## src/rtl/up_down_sweep_ctrl_pkg.sv

```systemverilog
// up_down_sweep_ctrl_pkg: shared state encoding and default widths for the sweep controller
package up_down_sweep_ctrl_pkg;
    typedef enum logic [1:0] {IDLE = 2'd0, SEEK = 2'd1, UP = 2'd2, DOWN = 2'd3} state_t;
    localparam int N_DEF  = 8;
    localparam int CW_DEF = 8;
endpackage

```

## src/rtl/sweep_bound_cmp.sv

```systemverilog
// sweep_bound_cmp: unsigned compares of the counter value against the latched bounds
module sweep_bound_cmp import up_down_sweep_ctrl_pkg::*; #(
    parameter int N = N_DEF
) (
    input  logic [N-1:0] cnt_i,
    input  logic [N-1:0] lo_i,
    input  logic [N-1:0] hi_i,
    output logic         eq_lo_o,
    output logic         eq_hi_o,
    output logic         lt_lo_o
);
    assign eq_lo_o = cnt_i == lo_i;
    assign eq_hi_o = cnt_i == hi_i;
    assign lt_lo_o = cnt_i < lo_i;
endmodule

```

## src/rtl/up_down_sweep_ctrl.sv

```systemverilog
// up_down_sweep_ctrl: drives an external up/down counter in triangle sweeps between latched bounds
module up_down_sweep_ctrl import up_down_sweep_ctrl_pkg::*; #(
    parameter int N  = N_DEF,
    parameter int CW = CW_DEF
) (
    input  logic          clk,
    input  logic          reset_n,
    input  logic          start,
    input  logic          stop,
    input  logic          pause,
    input  logic [N-1:0]  lo,
    input  logic [N-1:0]  hi,
    input  logic [CW-1:0] cycles,
    input  logic [N-1:0]  cnt_q,
    output logic          cnt_en,
    output logic          cnt_up,
    output logic          busy,
    output logic          done,
    output logic          err,
    output logic [CW-1:0] cycles_left
);
    state_t        state_q, state_d;
    logic [N-1:0]  lo_q, lo_d, hi_q, hi_d;
    logic [CW-1:0] cl_q, cl_d;
    logic          busy_q, done_q, done_d, err_q, err_d;
    logic          eq_lo, eq_hi, lt_lo;

    sweep_bound_cmp #(.N(N)) u_cmp (
        .cnt_i   (cnt_q),
        .lo_i    (lo_q),
        .hi_i    (hi_q),
        .eq_lo_o (eq_lo),
        .eq_hi_o (eq_hi),
        .lt_lo_o (lt_lo)
    );

    // cnt_en/cnt_up close the loop with the counter in the same cycle, so they stay combinational
    always_comb begin
        state_d = state_q;
        lo_d    = lo_q;
        hi_d    = hi_q;
        cl_d    = cl_q;
        done_d  = 1'b0;
        err_d   = 1'b0;
        cnt_en  = 1'b0;
        cnt_up  = 1'b0;
        if (state_q == IDLE) begin
            if (start && !stop && !pause) begin
                err_d   = lo >= hi;
                state_d = (lo < hi) ? SEEK : IDLE;
                lo_d    = (lo < hi) ? lo : lo_q;
                hi_d    = (lo < hi) ? hi : hi_q;
                cl_d    = (lo < hi) ? cycles : cl_q;
            end
        end else if (stop) begin
            state_d = IDLE;
            cl_d    = '0;
        end else if (!pause) begin
            case (state_q)
                SEEK: begin
                    cnt_en  = !eq_lo;
                    cnt_up  = lt_lo;
                    state_d = eq_lo ? UP : SEEK;
                end
                UP: begin
                    cnt_en  = !eq_hi;
                    cnt_up  = 1'b1;
                    state_d = eq_hi ? DOWN : UP;
                end
                DOWN: begin
                    cnt_en = !eq_lo;
                    if (eq_lo) begin
                        state_d = (cl_q == CW'(1)) ? IDLE : UP;
                        cl_d    = (cl_q == '0) ? cl_q : cl_q - CW'(1);
                        done_d  = cl_q == CW'(1);
                    end
                end
                default: ;
            endcase
        end
    end

    always_ff @(posedge clk or negedge reset_n) begin
        if (!reset_n) begin
            state_q <= IDLE;
            lo_q    <= '0;
            hi_q    <= '0;
            cl_q    <= '0;
            busy_q  <= 1'b0;
            done_q  <= 1'b0;
            err_q   <= 1'b0;
        end else begin
            state_q <= state_d;
            lo_q    <= lo_d;
            hi_q    <= hi_d;
            cl_q    <= cl_d;
            busy_q  <= state_d != IDLE;
            done_q  <= done_d;
            err_q   <= err_d;
        end
    end

    assign busy        = busy_q;
    assign done        = done_q;
    assign err         = err_q;
    assign cycles_left = cl_q;
endmodule

```

## config.mk

```make
export PLATFORM = sky130hd
export DESIGN_NAME = up_down_sweep_ctrl
export DESIGN_NICKNAME = d
export VERILOG_FILES = /design/src/rtl/up_down_sweep_ctrl_pkg.sv /design/src/rtl/sweep_bound_cmp.sv /design/src/rtl/up_down_sweep_ctrl.sv
export SDC_FILE = /design/constraint.sdc
export NUM_CORES = 1
export LEC_CHECK = 0
export CAP_MARGIN = 25
export CORE_AREA = 2 2 87 89
export DETAILED_ROUTE_END_ITERATION = 12
export DIE_AREA = 0 0 89 91
export HOLD_SLACK_MARGIN = 0.1
export PLACE_DENSITY = 0.62
export SLEW_MARGIN = 20
export SYNTH_ARGS = -nofsm -noshare
export SYNTH_HDL_FRONTEND = slang
export SYNTH_HIERARCHICAL = 1
export SYNTH_SLANG_ARGS = --single-unit
```

## constraint.sdc

```tcl
create_clock -name clk -period 2.3 [get_ports clk]
set_input_delay 0.46 -clock clk [delete_from_list [all_inputs] [get_ports clk]]
set_output_delay 0.46 -clock clk [all_outputs]
set_load 0.05 [all_outputs]
```

== After elaboration in Yosys (flattened, before gate mapping) ==
Cells that the tools add are included.
Operators by class
  $add $sub $neg: 1
  $lt $le $gt $ge: 3
  equality and inequality tests: 10
  mux-type cells: 33
  reductions and logical operators: 14
Operators with widths (count)
  2-to-1 mux 8 bit: 8
  equality test 8 bit: 2
  less-than comparator 8 bit: 2
  2-to-1 mux 1 bit: 15
  2-to-1 mux 2 bit: 7
  equality test 8 x 1 -> 1 bit, second input constant: 1
  >= comparator 8 bit: 1
  zero test 8 bit: 1
  subtractor 8 x 1 -> 8 bit, second input constant: 1
  case mux 2 bit (3 select lines): 1
  AND reduction 6 bit: 1
  nonzero test 3 bit: 2
  equality test 2 bit, second input constant: 2
  zero test 1 bit: 4
  != test 2 x 1 -> 1 bit, second input constant: 2
  case mux 1 bit (2 select lines): 2
  != test 3 x 2 -> 1 bit, second input constant: 1
  != test 3 bit, second input constant: 1
  AND reduction 3 bit: 1
  equality test 2 x 1 -> 1 bit, second input constant: 1
  logical AND 1 bit: 2
  zero test 2 bit: 1
  nonzero test 2 bit: 1
  OR reduction 2 bit: 1
Word-level totals
  flip-flop bits (word level): 29
  output and inout bits: 13

== Depth between registers and ports, before layout ==
  depth after elaboration: 8
  gate-level depth with buffers: 9
  gate-level depth less buffers: 9

== Hierarchy ==
The synthesis kept the hierarchy.
By module, submodules not included
  up_down_sweep_ctrl: instances 1, cells each 182, area an instance 1806.7 µm²
  sweep_bound_cmp: instances 1, cells each 38, area an instance 284.0 µm²

== Worst setup path after synthesis ==
OpenSTA, ideal clock, no wires.
  kind: input-to-output
  from: in cnt_q[1]
  to: out cnt_up
  arrival time: 3.047 ns
  data required time: 1.840 ns
  setup slack: -1.207 ns
  stages on the path: 7
  path buffers: 0
  cell sequence: ha_1 > nor2b_1 > o211ai_1 > a211oi_1 > a211oi_1 > a21oi_1 > nor4b_1
On the way
  longest elaborated chain between the ends: 5
Ends and longest elaborated chain
  start, declared: line up_down_sweep_ctrl.sv:14  | input logic [N-1:0] cnt_q,
  less-than comparator 8 bit: line sweep_bound_cmp.sv:14  | assign lt_lo_o = cnt_i < lo_i;
  net lt_lo: line up_down_sweep_ctrl.sv:26  | logic eq_lo, eq_hi, lt_lo;
  case mux 1 bit (2 select lines): line up_down_sweep_ctrl.sv:59  | case (state_q)
  2-to-1 mux 1 bit: line up_down_sweep_ctrl.sv:58  | end else if (!pause) begin
  2-to-1 mux 1 bit: line up_down_sweep_ctrl.sv:55  | end else if (stop) begin
  2-to-1 mux 1 bit: line up_down_sweep_ctrl.sv:47  | if (state_q == IDLE) begin
  end, declared: line up_down_sweep_ctrl.sv:16  | output logic cnt_up,
The timed path passes the listed nets, and every way through them passes these cells.

== Worst setup path in the final report ==
  from: reg lo_q[1]
  to: out cnt_up
On the way
  longest elaborated chain between the ends: 5
Ends and longest elaborated chain
  start, declared: line up_down_sweep_ctrl.sv:23  | logic [N-1:0] lo_q, lo_d, hi_q, hi_d;
  start signal, assigned: line up_down_sweep_ctrl.sv:94  | lo_q <= lo_d;
  less-than comparator 8 bit: line sweep_bound_cmp.sv:14
  net lt_lo: line up_down_sweep_ctrl.sv:26
  case mux 1 bit (2 select lines): line up_down_sweep_ctrl.sv:59
  2-to-1 mux 1 bit: line up_down_sweep_ctrl.sv:58
  2-to-1 mux 1 bit: line up_down_sweep_ctrl.sv:55
  2-to-1 mux 1 bit: line up_down_sweep_ctrl.sv:47
The timed path passes the listed nets, and every way through them passes these cells.

==> run summary <==
The end of the worst register-to-register path is busy. The most used flip-flop cell after synthesis is sky130_fd_sc_hd__dfrtp_1. The checks that failed: negative setup slack. The detailed placer's ending HPWL is about 4.6 mm. The horizontal extent of the die came out at 89 um.

For this configuration, the core starts out at a cell density of 29.30%. The all-layer global routing usage came out at roughly 16%. The worst setup path is captured at a primary output. The total setup violations reported at the end of the flow came out at 4. The critical path is of the flop to primary output type. Dividing the detail-routed wire length by the instance count gives 14.62 um.

At the end of routability-driven placement, the weighted congestion stood at 0.9567. The clock latency reported for the late side of the worst-skew pair came out at 0.28 ns. The clock skew came out at about 0.0076 ns. In this design, the critical path's most frequently occurring cell is sky130_fd_sc_hd__a211oi_2.

The floorplan step defined a core boundary enclosing approximately 7100 um^2. The path category of the worst min-delay check is input port to flop. The sequential share of power is a little over a quarter. The number of antenna violations at the first check in global routing came out at 0. In this run the count of I/O pins placed on the die edge is 50.

The routed wire length came out at 6.127 mm. The static leakage power is about 1.5 nW. Clock tree synthesis selected as its root buffer the cell sky130_fd_sc_hd__clkbuf_8. The ratio of final minimum period to clock period is 112.4%. The total number of yosys warnings came out at 6. The number of vias per cell is a little under 5.

Once routing completed, OpenROAD measured the worst setup slack at -0.2848 ns. The path with the worst hold slack has its endpoint at lo_q[5]. The largest fanout on the critical path is 2. The flow ran to the end, but the final reports show violations.

The clock network power share came out at between 10% and 20%. The remaining design rule violation count is 0. The number of clock buffers added by TritonCTS is 5. The number of flops mapped to enable cells by yosys is 0.

The number of iterations in the first detailed-routing pass is 4. The final worst hold slack is roughly 0.5 ns. The combinational cell fraction of total power is around three fifths. Measured against its own limit, the worst slew margin works out to 66.32%.

TritonCTS built the clock tree. STA classifies the critical path startpoint as a flop. The worst path in the final design needs a cycle of about 2.6 ns, including I/O delays and setup.

The arrival time at the worst endpoint is 2.12 ns. The number of cells on the worst hold path came out at 2. Cells fill 48.28% of the core in the end. Traced cell by cell, the critical path runs through inv_2, ha_4, nor2b_1, o211ai_1, a211oi_2, a211oi_2, a21oi_2, nor4b_4, buf_12. The internal reg-to-reg setup slack came out at -0.11 ns. At the pin with the least slew margin, the transition time is just over 0.5 ns. The synthesized instance count came out at 220.

The count of buffers from port buffering came out at slightly below 50. The via count of the first global-routing pass came to 2038. The worst register-to-register path begins at lo_q[7]. The remaining number of nets flagged by the antenna check after routing is 0. After the flow finishes, the layout carries non-filler instances totaling 419. The die footprint is ~8100 um^2. The global-route wire length before repair came out at approximately 10 mm. The clock sink count is 29.

The start point of the worst min-delay path is lo[5]. The max-capacitance violation count is 0. The final design area excluding fillers came out at 3446 um^2. The total global routing overflow came out at 0. The post-synthesis sequential area ratio is between 30% and 40%. The setup slack after placement came out at -0.7235 ns. The max-slew violation count is 0. The maximum number of buffers from clock root to sink came out at 2. The mean cell area of the mapped netlist is roughly 9.5 um^2.

Setup repair after global routing could not meet its margin everywhere. The depth of the worst register-to-register path is 9. The mapped cell area is about 2100 um^2.

The fmax is 386.9 MHz. The number of storage elements in the synthesis netlist is 29. The share of layout cells above drive strength 1 is 41.88%. For this run, the slowest stage of the critical path takes a little under 0.4 ns.

The site row count is 31. The internal portion of total power is approximately 2.0 mW. The total net switching power is 1.494 mW. The final hold violation count came to 0. The detailed router's first-iteration violation count is ~120. Net switching is 42.99% of the power. The peak ir drop on the vdd network is approximately 0.33 mV. The number of H-tree levels is 2. The instance area after placement is approximately 3200 um^2. The number of cells after detailed placement came out at 407.

The cell with the largest stage delay on the worst path is sky130_fd_sc_hd__dfrtp_1. After synthesis, the netlist uses 45 different library cells. Clock-pin slew was measured on the worst setup and hold paths at approximately 0.070 ns. The synthesized net count came out at 279. The cts-stage hold buffer count is 0. The total power per unit cell area is ~1000 nW/um^2.

The count of vias placed by the detailed router is roughly 2100. The area growth from synthesis to layout is 64.81%. The async set-or-reset flop fraction in the synthesized netlist is 100.0%. The count of antenna diodes in the layout came out at 0. The worst path required time is approximately 1.8 ns.

The post-layout net count came out at 379. Entering global routing, the biggest net connects 30 pins. Measured along the y axis, the die boundary spans between 90 and 100 um.
-- cell usage after synthesis (2+ instances only) --
master,count,area (um^2)
sky130_fd_sc_hd__nand4_1,7,43.79
sky130_fd_sc_hd__a211oi_1,4,30.03
sky130_fd_sc_hd__a31oi_1,2,12.51
sky130_fd_sc_hd__buf_4,3,22.52
sky130_fd_sc_hd__dfrtp_1,29,725.7
sky130_fd_sc_hd__a22oi_1,4,30.03
sky130_fd_sc_hd__nor2b_1,3,18.77
sky130_fd_sc_hd__nor2_1,13,48.80
sky130_fd_sc_hd__xnor2_1,8,70.07
sky130_fd_sc_hd__nand2_1,11,41.29
sky130_fd_sc_hd__clkbuf_1,2,7.510
sky130_fd_sc_hd__a31o_2,2,17.52
sky130_fd_sc_hd__nor4_1,2,12.51
sky130_fd_sc_hd__a21o_1,2,15.01
sky130_fd_sc_hd__nor3_1,7,35.03
sky130_fd_sc_hd__nand3_1,8,40.04
sky130_fd_sc_hd__or3b_2,3,26.28
sky130_fd_sc_hd__ha_1,22,275.3
sky130_fd_sc_hd__a21oi_1,17,85.08
sky130_fd_sc_hd__inv_1,23,86.33
sky130_fd_sc_hd__o221ai_1,4,35.03
sky130_fd_sc_hd__o211ai_1,6,45.04
sky130_fd_sc_hd__mux2_2,16,180.2
-- worst max path at each step --
stage,from,end,slack [ns]
after floorplan,cnt_q[3],busy,-0.16
final,lo_q[1],cnt_up,-0.28
after global routing,lo_q[1],cnt_up,-0.35
after global placement,cnt_q[1],cnt_up,-0.71
after CTS,lo_q[1],cnt_up,-0.35
after detailed placement,cnt_q[1],cnt_up,-0.72
-- layout by cell type (no fill, tap or decap), drive strengths merged, types with 2 or more instances in the layout --
| master | netlist | layout |
|---|---|---|
| nand3 | 8 | 8 |
| nor4 | 2 | 2 |
| a31o | 2 | 2 |
| dlygate4sd2 | 0 | 2 |
| or3b | 3 | 3 |
| inv | 23 | 23 |
| xnor2 | 8 | 8 |
| clkbuf | 2 | 9 |
| nor3 | 8 | 8 |
| o211ai | 6 | 6 |
| dfrtp | 29 | 29 |
| ha | 22 | 22 |
| o221ai | 4 | 4 |
| a21oi | 17 | 17 |
| mux2 | 16 | 16 |
| clkdlybuf4s50 | 0 | 35 |
| nor2b | 3 | 3 |
| nand4 | 7 | 7 |
| dlymetal6s2s | 0 | 2 |
| nor2 | 13 | 13 |
| or4 | 2 | 2 |
| a22oi | 4 | 4 |
| buf | 4 | 52 |
| a31oi | 2 | 2 |
| o21ai | 2 | 2 |
| clkdlybuf4s15 | 0 | 6 |
| a21o | 2 | 2 |
| a211oi | 4 | 4 |
| nand2 | 11 | 11 |
-- sequential cells by signal, summed over array words and instances, names as in the netlist --
name,flops
state_q,2
lo_q,8
cycles_left,8
hi_q,8
err,1
busy,1
done,1
-- repair_timing --
action,in CTS,in global routing
cloned,1,0
gates resized for setup,38,32
buffers inserted,5,3
pin swaps,15,17
endpoints found under the setup margin,28,28
-- metrics by stage --
step	setup TNS (ns)	power [mW]
finish	-0.5002	3.475
global route	-0.8411	3.715
CTS	-0.6220	3.413
detailed placement	-12.99	2.877
global placement	-12.57	2.861
floorplan	-0.3154	2.181
-- cell type report --
class / instances / area, um^2
Tap cell: 99 / 123.9
Clock buffer: 7 / 86.33
Inverter: 23 / 86.33
Sequential cell: 29 / 725.7
Timing Repair Buffer: 99 / 880.8
Fill cell: 703 / 3691
Multi-Input combinational cell: 162 / 1543
-- logic make-up after synthesis --
kind of cell    count (synthesis)  share of synthesized area (%)
buf+inv                        29                          5.805
flops                          29                          34.71
simple gates                   66                          17.89
fa+ha+maj                      22                          13.17
xor+xnor                        9                          3.770
mux                            16                          8.617
compound gates                 49                          16.04
-- power by group through the flow --
stage,logic [mW],clock network [mW],registers [mW]
after CTS,2.07,0.441,0.903
after detailed placement,1.97,0,0.906
after global placement,1.96,0,0.899
after floorplan,1.04,0,1.14
after global routing,2.32,0.458,0.933
final,2.14,0.428,0.908
-- critical path, delay by kind of cell (launching register included) --
family                   cells  cell delay, ns
AO/OA/AOI/OAI                4            0.64
buffers and inverters        2            0.24
adder cells (fa/ha/maj)      1            0.19
flip-flops                   1            0.39
AND/OR/NAND/NOR              2            0.38
-- metal layers --
layer	routed length [um]	track usage (%)	share of wire [%]
met5	0	0	0
met4	72	5.473	1.2
met3	289	2.818	4.7
met2	3007	24.44	49
met1	2757	21.09	45
Power figures use the tool's default switching activity.
